--- src/rtl/sel_mux_arb_pkg.sv ---
// Shared definitions for the selectable mux / round-robin arbiter block.
package sel_mux_arb_pkg;

    // Operating mode as presented on the mode input.
    typedef enum logic {
        MODE_DIRECT = 1'b0,
        MODE_RR     = 1'b1
    } mode_e;

    localparam int DEFAULT_WIDTH = 32;
    localparam int DEFAULT_N     = 5;
    localparam int DEFAULT_SEL_W = 3;

endpackage

--- src/rtl/sel_mux_arb_rr_arbiter.sv ---
// Round-robin grant: first requester after ptr, wrapping modulo N.
module rr_arbiter
    import sel_mux_arb_pkg::*;
#(
    parameter int N     = DEFAULT_N,
    parameter int SEL_W = DEFAULT_SEL_W
) (
    input  logic [N-1:0]     req,
    input  logic [SEL_W-1:0] ptr,
    output logic [N-1:0]     grant,
    output logic             any_grant
);

    // Scan ptr+1, ptr+2, ... ptr+N (mod N); the last step revisits ptr itself.
    always_comb begin : search
        int idx;
        grant     = '0;
        any_grant = 1'b0;
        idx       = 0;
        for (int k = 1; k <= N; k++) begin
            idx = (int'(ptr) + k) % N;
            if (!any_grant && req[idx]) begin
                grant[idx] = 1'b1;
                any_grant  = 1'b1;
            end
        end
    end

endmodule

--- src/rtl/sel_mux_arb.sv ---
// N-channel mux with direct-select or round-robin arbitration into a
// single registered output stage.
//
// Handshake: a word moves from channel g to the output register on a rising
// edge where in_valid[g] is granted and in_ready[g] is high; in_ready is only
// ever high for the granted channel and only when the output register can
// take a word (empty, or being drained by out_ready this cycle). Downstream
// takes out_data on an edge where out_valid and out_ready are both high.
module sel_mux_arb
    import sel_mux_arb_pkg::*;
#(
    parameter int WIDTH = DEFAULT_WIDTH,
    parameter int N     = DEFAULT_N,
    parameter int SEL_W = DEFAULT_SEL_W
) (
    input  logic               clk,
    input  logic               reset,
    input  logic               mode,
    input  logic [SEL_W-1:0]   sel,
    input  logic [N*WIDTH-1:0] in_data,
    input  logic [N-1:0]       in_valid,
    output logic [N-1:0]       in_ready,
    output logic [WIDTH-1:0]   out_data,
    output logic               out_valid,
    input  logic               out_ready,
    output logic               sel_err
);

    logic             accept;
    logic             sel_ok;
    logic             has_grant;
    logic             xfer;
    logic             rr_any;
    logic [N-1:0]     rr_grant;
    logic [N-1:0]     dir_grant;
    logic [N-1:0]     grant_oh;
    logic [SEL_W-1:0] grant_idx;
    logic [SEL_W-1:0] ptr;

    // Extra bit keeps the compare correct when N == 2**SEL_W.
    assign sel_ok = {1'b0, sel} < (SEL_W + 1)'(N);

    rr_arbiter #(
        .N     (N),
        .SEL_W (SEL_W)
    ) u_rr (
        .req       (in_valid),
        .ptr       (ptr),
        .grant     (rr_grant),
        .any_grant (rr_any)
    );

    // Direct-mode grant: the selected channel, only if it exists and is valid.
    always_comb begin
        dir_grant = '0;
        if (sel_ok) begin
            dir_grant[sel] = in_valid[sel];
        end
    end

    // Mode switch is purely combinational so it takes effect the same cycle.
    always_comb begin
        grant_oh  = (mode == MODE_RR) ? rr_grant : dir_grant;
        has_grant = (mode == MODE_RR) ? rr_any : (|dir_grant);
    end

    // One-hot grant to channel index for the data mux and ptr update.
    always_comb begin
        grant_idx = '0;
        for (int i = 0; i < N; i++) begin
            if (grant_oh[i]) begin
                grant_idx = SEL_W'(i);
            end
        end
    end

    assign accept   = !out_valid || out_ready;
    assign xfer     = has_grant && accept;
    assign in_ready = grant_oh & {N{accept && reset}};

    // Output register: load on transfer, drain on out_ready, else hold.
    always_ff @(posedge clk or negedge reset) begin
        if (!reset) begin
            out_valid <= 1'b0;
            out_data  <= '0;
        end else if (xfer) begin
            out_valid <= 1'b1;
            out_data  <= in_data[grant_idx*WIDTH +: WIDTH];
        end else if (out_ready) begin
            out_valid <= 1'b0;
        end
    end

    // Round-robin pointer remembers the last channel served in either mode.
    always_ff @(posedge clk or negedge reset) begin
        if (!reset) begin
            ptr <= SEL_W'(N - 1);
        end else if (xfer) begin
            ptr <= grant_idx;
        end
    end

    // Sticky flag for an out-of-range select seen in direct mode.
    always_ff @(posedge clk or negedge reset) begin
        if (!reset) begin
            sel_err <= 1'b0;
        end else if (mode == MODE_DIRECT && !sel_ok) begin
            sel_err <= 1'b1;
        end
    end

endmodule

--- config.mk ---
export PLATFORM = sky130hd
export DESIGN_NAME = sel_mux_arb
export DESIGN_NICKNAME = d
export VERILOG_FILES = /design/src/rtl/sel_mux_arb_pkg.sv /design/src/rtl/sel_mux_arb_rr_arbiter.sv /design/src/rtl/sel_mux_arb.sv
export SDC_FILE = /design/constraint.sdc
export NUM_CORES = 1
export LEC_CHECK = 0
export ABC_CLOCK_PERIOD_IN_PS = 8800
export BUFFER_PORTS_ARGS = -buffer_cell sky130_fd_sc_hd__buf_2
export CORE_ASPECT_RATIO = 1.2
export CORE_MARGIN = 2
export CORE_UTILIZATION = 52
export DETAILED_ROUTE_END_ITERATION = 7
export GPL_TIMING_DRIVEN = 0
export PLACE_DENSITY_LB_ADDON = 0.05
export SYNTH_ARGS = -nofsm -noshare
export SYNTH_HDL_FRONTEND = slang
export SYNTH_SLANG_ARGS = --single-unit
--- constraint.sdc ---
create_clock -name clk -period 8.8 [get_ports clk]
set_input_delay 2.64 -clock clk [delete_from_list [all_inputs] [get_ports clk]]
set_output_delay 2.64 -clock clk [all_outputs]
set_load 0.01 [all_outputs]
==> results of run 1 <==
-- through the flow --
| step | instance area [um^2] | util, % | instances |
|---|---|---|---|
| floorplan | 5720 | - | 775 |
| global placement | 6910 | 65.1 | 1110 |
| detailed placement | 6910 | 65.1 | 1110 |
| CTS | 7140 | 67.2 | 1120 |
| global route | 7170 | 67.6 | 1119 |
| finish | 7170 | 67.6 | 1119 |
-- path summary, 6_finish.rpt --
path,from,to,slack [ns]
setup / recovery,ptr[0]$_DFFE_PN0P_,in_ready[1],0.21
hold / removal,sel_err$_DFFE_PN0P_,sel_err$_DFFE_PN0P_,0.46
setup reg to reg,ptr[0]$_DFFE_PN0P_,out_data[26]$_DFFE_PN0P_,2.62
hold reg to reg,sel_err$_DFFE_PN0P_,sel_err$_DFFE_PN0P_,0.46
max in group asynchronous,reset,ptr[0]$_DFFE_PN0P_,5.70
min in group asynchronous,reset,out_data[3]$_DFFE_PN0P_,2.48
-- power breakdown --
group          leakage (nW)  internal, mW  switching [mW]
clock                0.0712         0.113          0.0715
sequential            0.423         0.260          0.0647
combinational          2.73          1.30            2.08
-- sequential cells by signal, summed over array words and instances, names as in the netlist --
signal,count
out_data,32
ptr,3
out_valid,1
sel_err,1
-- logic make-up after synthesis --
| logic type | synth area share (%) |
|---|---|
| muxes | 2.56 |
| and+or+nand+nor | 26.9 |
| DFF | 16.2 |
| AOI/OAI and AO/OA | 38.6 |
| xor gates and xnor gates | 1.58 |
| adders and majority gates | 6.56 |
| buffers and inverters | 7.57 |
-- area by class of cell --
class | instances | area, um^2
Inverter | 30 | 116
Sequential cell | 37 | 928
Tap cell | 129 | 161
Fill cell | 1016 | 3440
Multi-Input combinational cell | 638 | 4420
Clock buffer | 8 | 146
Buffer | 67 | 327
Timing Repair Buffer | 210 | 1070
-- cells in the mapped netlist (19+ instances only) --
cell,instances,area share [%]
a211o_1,23,3.5
a21oi_1,66,5.8
a221oi_1,22,3.4
buf_2,19,1.7
clkbuf_1,43,2.8
dfrtp_1,36,16
ha_1,30,6.6
inv_1,28,1.8
nand2_1,45,3.0
nand3_1,55,4.8
nor2_1,40,2.6
nor2b_1,28,3.1
nor3_1,29,2.5
o21ai_0,56,4.9
o22ai_1,28,3.1
-- per-layer routing --
metal	vias to the layer above	GRT usage, %	part of all wire, %
met5	-	0	0
met4	0	19.9	5.6
met3	89	5.52	7.5
met2	406	65.2	50
met1	3386	44.1	37
li1	3400	-	-
-- critical path, stage by stage, from the launching register on --
cell	delay, ns
dfrtp_2	0.47
buf_6	0.22
inv_1	0.10
clkbuf_2	0.23
buf_4	0.26
ha_2	0.42
clkbuf_4	0.26
clkinvlp_4	0.22
ha_1	0.23
inv_1	0.05
ha_1	0.23
nor2b_1	0.24
o21ai_0	0.13
a32oi_1	0.38
a311oi_1	0.15
o211a_2	0.36
a311o_1	0.36
o221ai_1	0.34
o21ai_1	0.26
clkbuf_2	0.30
a21oi_2	0.26
buf_2	0.18
-- what timing repair did --
item                                    4_1_cts  5_1_grt
buffers inserted                              4        0
gates resized for setup                      15       14
endpoints found under the setup margin        5        3
pin swaps                                     2        0
==> results.json, run 1 <==
{
  "grt_pass1_vias": 7056,
  "grt_start_max_net_pins": 39,
  "die_h_um": 119,
  "syn_inst": 775,
  "r2r_cells": 23,
  "max_clock_freq_ghz": 0.116,
  "drive_above_1_share_pct": 30.5,
  "pre_cts_ws_ns": -1.08,
  "area_growth_pct": 25.4,
  "avgViaCountPerCell": 6.51,
  "timing.final.ws_setup_ns": 0.215,
  "synth-edff-count": 0,
  "grt_pass1_wl_mm": 35.9,
  "finalPower_mw": 3.88,
  "fin_nets": 1191,
  "antenna_found_initial": 0,
  "status": "complete, no violations",
  "ir_drop_mv": 0.229,
  "crit_type": "register to output port",
  "synth_cell_type_count": 92,
  "num_rows": 41,
  "io_pins": 211,
  "io_buffers": 206,
  "start_util_pct": 53.9,
  "grt_use_total_pct": 37.5,
  "n_antenna_cell": 0,
  "initialDrtViolationCount": 565,
  "async_reset_ff_share_pct": 100,
  "routabilityCongestion": 1.00,
  "hold_depth": 2,
  "clk_pin_slew_ns": 0.06,
  "antenna_left": 0,
  "synth_area_per_cell_um2": 7.38,
  "overflow": 0,
  "drc": 0,
  "cts.sink_count": 37,
  "finClkSkew_ns": 0.00669,
  "drv_slew": 0,
  "crit_required_ns": 6.16,
  "netlist_area_um2": 5720,
  "dieArea_um2": 11900,
  "period_minus_slack_ns": 8.59,
  "hp-class": "register to register",
  "hold_viol": 0,
  "worst_slew_pin_slew_ns": 0.899,
  "root_buffer": "clkbuf_16",
  "htreeDepth": 2,
  "max-cap-violations": 0,
  "finalSetupViolCount": 0,
  "ys_seq_area_share_pct": 16.2,
  "final_common_cell": "buf_2",
  "cts_buffers": 5,
  "num_vias": 7281,
  "leakage_nw": 3.22,
  "die_x_um": 99.7,
  "core_area_um2": 10600,
  "clockBufferDepth": 2,
  "cts_hold_buf": 0,
  "wirelength_mm": 22.6,
  "dominantRegCellSynth": "dfrtp_1",
  "cp_max_fo": 19,
  "dp_hpwl_mm": 17.8,
  "cp-end-kind": "output port",
  "wl_per_cell_um": 20.2,
  "final_cell_mix": "222 x buf_2, 65 x a21oi_1, 56 x o21ai_0",
  "slew-limit-headroom_pct": 40.0,
  "setup_tns_ns": 0,
  "syn_nets": 977,
  "hold_slack_ns": 0.465,
  "clock_latency_ns": 0.29,
  "ys_warn_count": 0,
  "ys_ff_latch": 37,
  "dr.pass1.iters": 6,
  "fin_crit_sh_pct": 97.6,
  "startpoint_type": "register",
  "power_density_nw_per_um2": 541,
  "cts_tree": "done",
  "cp_data_arrival_time_ns": 5.95
}
Note: power is estimated with default switching activity, not from simulation.
==> run 2, diff against run 1 <==
Settings changed: PLACE_DENSITY from default to 0.84, PLACE_DENSITY_LB_ADDON 0.05 to default.
==> results.json, run 2 (same netlist as run 1, synthesis figures left out) <==
{
  "dp_hpwl_mm": 18.0,
  "worst_slew_pin_slew_ns": 0.922,
  "start_util_pct": 53.9,
  "r2r_cells": 22,
  "io_pins": 211,
  "register_area_um2": 928,
  "fin_nets": 1190,
  "initialDrtViolationCount": 786,
  "cts_buffers": 5,
  "max_clock_freq_ghz": 0.117,
  "final_cell_mix": "223 x buf_2, 66 x a21oi_1, 56 x o21ai_0",
  "final_common_cell": "buf_2",
  "drv_slew": 0,
  "clock_latency_ns": 0.29,
  "hp-class": "register to register",
  "max-cap-violations": 0,
  "crit_type": "register to output port",
  "startpoint_type": "register",
  "area_growth_pct": 25.6,
  "htreeDepth": 2,
  "clk_pin_slew_ns": 0.06,
  "grt_start_max_net_pins": 39,
  "dr.pass1.iters": 5,
  "largest_reg_flops": 32,
  "wl_per_cell_um": 20.7,
  "placed_cell_area_um2": 6910,
  "avgViaCountPerCell": 6.75,
  "clockBufferDepth": 2,
  "finClkSkew_ns": 0.00574,
  "drc": 0,
  "fin_crit_sh_pct": 97.5,
  "dieArea_um2": 11900,
  "regMostFlops": "out_data",
  "die_h_um": 119,
  "cts_tree": "done",
  "cts.sink_count": 37,
  "grt_pass1_wl_mm": 35.9,
  "place_inst": 1110,
  "wirelength_mm": 23.1,
  "fillers": 949,
  "root_buffer": "clkbuf_16",
  "worst_hold_startpoint": "sel_err$_DFFE_PN0P_",
  "cp_data_arrival_time_ns": 5.94,
  "hold_depth": 2,
  "cts_hold_buf": 0,
  "r2r_start": "ptr[0]$_DFFE_PN0P_",
  "overflow": 0,
  "num_vias": 7557,
  "cp_max_fo": 13,
  "status": "complete, no violations",
  "multiInputGateArea_um2": 4440,
  "finalInstanceArea_um2": 7180,
  "cp-end-kind": "output port",
  "finalSetupViolCount": 0,
  "reg.largest.list": "out_data: 32 flops, ptr: 3 flops",
  "final_util_pct": 67.6,
  "period_minus_slack_ns": 8.58,
  "power_density_nw_per_um2": 543,
  "antenna_left": 0,
  "final_cells": 1119,
  "antenna_found_initial": 1,
  "drive_above_1_share_pct": 30.6,
  "grt_pass1_vias": 7071,
  "core_area_um2": 10600,
  "crit_start": "ptr[0]$_DFFE_PN0P_",
  "routabilityCongestion": 1.08,
  "ir_drop_mv": 0.305,
  "grt_use_total_pct": 37.7,
  "leakage_nw": 3.22,
  "crit_required_ns": 6.16,
  "r2r_slack_ns": 2.16,
  "num_rows": 41,
  "die_x_um": 99.7,
  "io_buffers": 206,
  "hold_viol": 0,
  "slew-limit-headroom_pct": 38.5
}
## run 2: cell count changes in the layout (fill, tap and decap cells not counted), sizes merged
cell,previous run,this run
diode,0,1
clkbuf,49,48
## run 2: final cells by class
class,count,area share [%]
timing repair buffer,210,14.8
buffer,66,4.51
tap,129,2.25
sequential,37,12.9
inverter,30,1.62
multi-input combinational,638,61.9
clock buffer,8,2.04
antenna,1,0.0348
## run 2: final timing paths
| check | endpoint |
|---|---|
| min | sel_err$_DFFE_PN0P_ |
| min in group asynchronous | out_valid$_DFFE_PN0P_ |
| max | in_ready[1] |
| min reg2reg | sel_err$_DFFE_PN0P_ |
| max in group asynchronous | ptr[0]$_DFFE_PN0P_ |
| max reg2reg | out_data[11]$_DFFE_PN0P_ |
## run 2: power breakdown
part | leakage [nW] | switching, mW | internal [mW]
Sequential | 0.423 | 0.0612 | 0.260
Clock | 0.0712 | 0.0718 | 0.113
Combinational | 2.72 | 2.10 | 1.30
Total | 3.22 | 2.23 | 1.68
## run 2: metal layers
layer	global-route usage, %	vias up	share of wire, %
met4	15.8	2	4.4
met3	6.04	98	11
li1	-	3420	-
met2	63.5	551	48
met1	47.7	3486	37
met5	0	-	0.035
## run 2: through the flow
step / setup slack [ns] / hold slack, ns / TNS [ns] / power, mW
after CTS: 0.0270 / 0.502 / 0 / 3.75
after global placement: -0.867 / 0.465 / -3.03 / 3.41
final: 0.219 / 0.494 / 0 / 3.90
after detailed placement: -0.915 / 0.487 / -3.16 / 3.45
after floorplan: 0.698 / 0.503 / 0 / 2.69
after global routing: -0.00823 / 0.544 / -0.00823 / 4.18
## run 2: timing repair
action / CTS / global route
endpoints found under the hold margin: 0 / 0
endpoints found under the setup margin: 5 / 4
pin swaps: 2 / 0
resized for setup: 15 / 15
setup buffers: 4 / 0
## run 2: worst max-delay path: stages, from the launching register on
cell	delay (ns)
dfrtp_2	0.45
clkbuf_4	0.24
clkbuf_4	0.22
inv_1	0.09
clkbuf_2	0.22
buf_6	0.22
ha_1	0.37
ha_1	0.31
o31ai_2	0.29
o31ai_2	0.14
xnor2_2	0.25
inv_1	0.14
ha_1	0.29
nor2b_1	0.16
o31a_1	0.25
buf_2	0.18
nor4b_1	0.16
a211o_1	0.30
nor4_4	0.30
and3_1	0.27
a32oi_2	0.13
buf_2	0.25
a21oi_1	0.24
buf_2	0.19
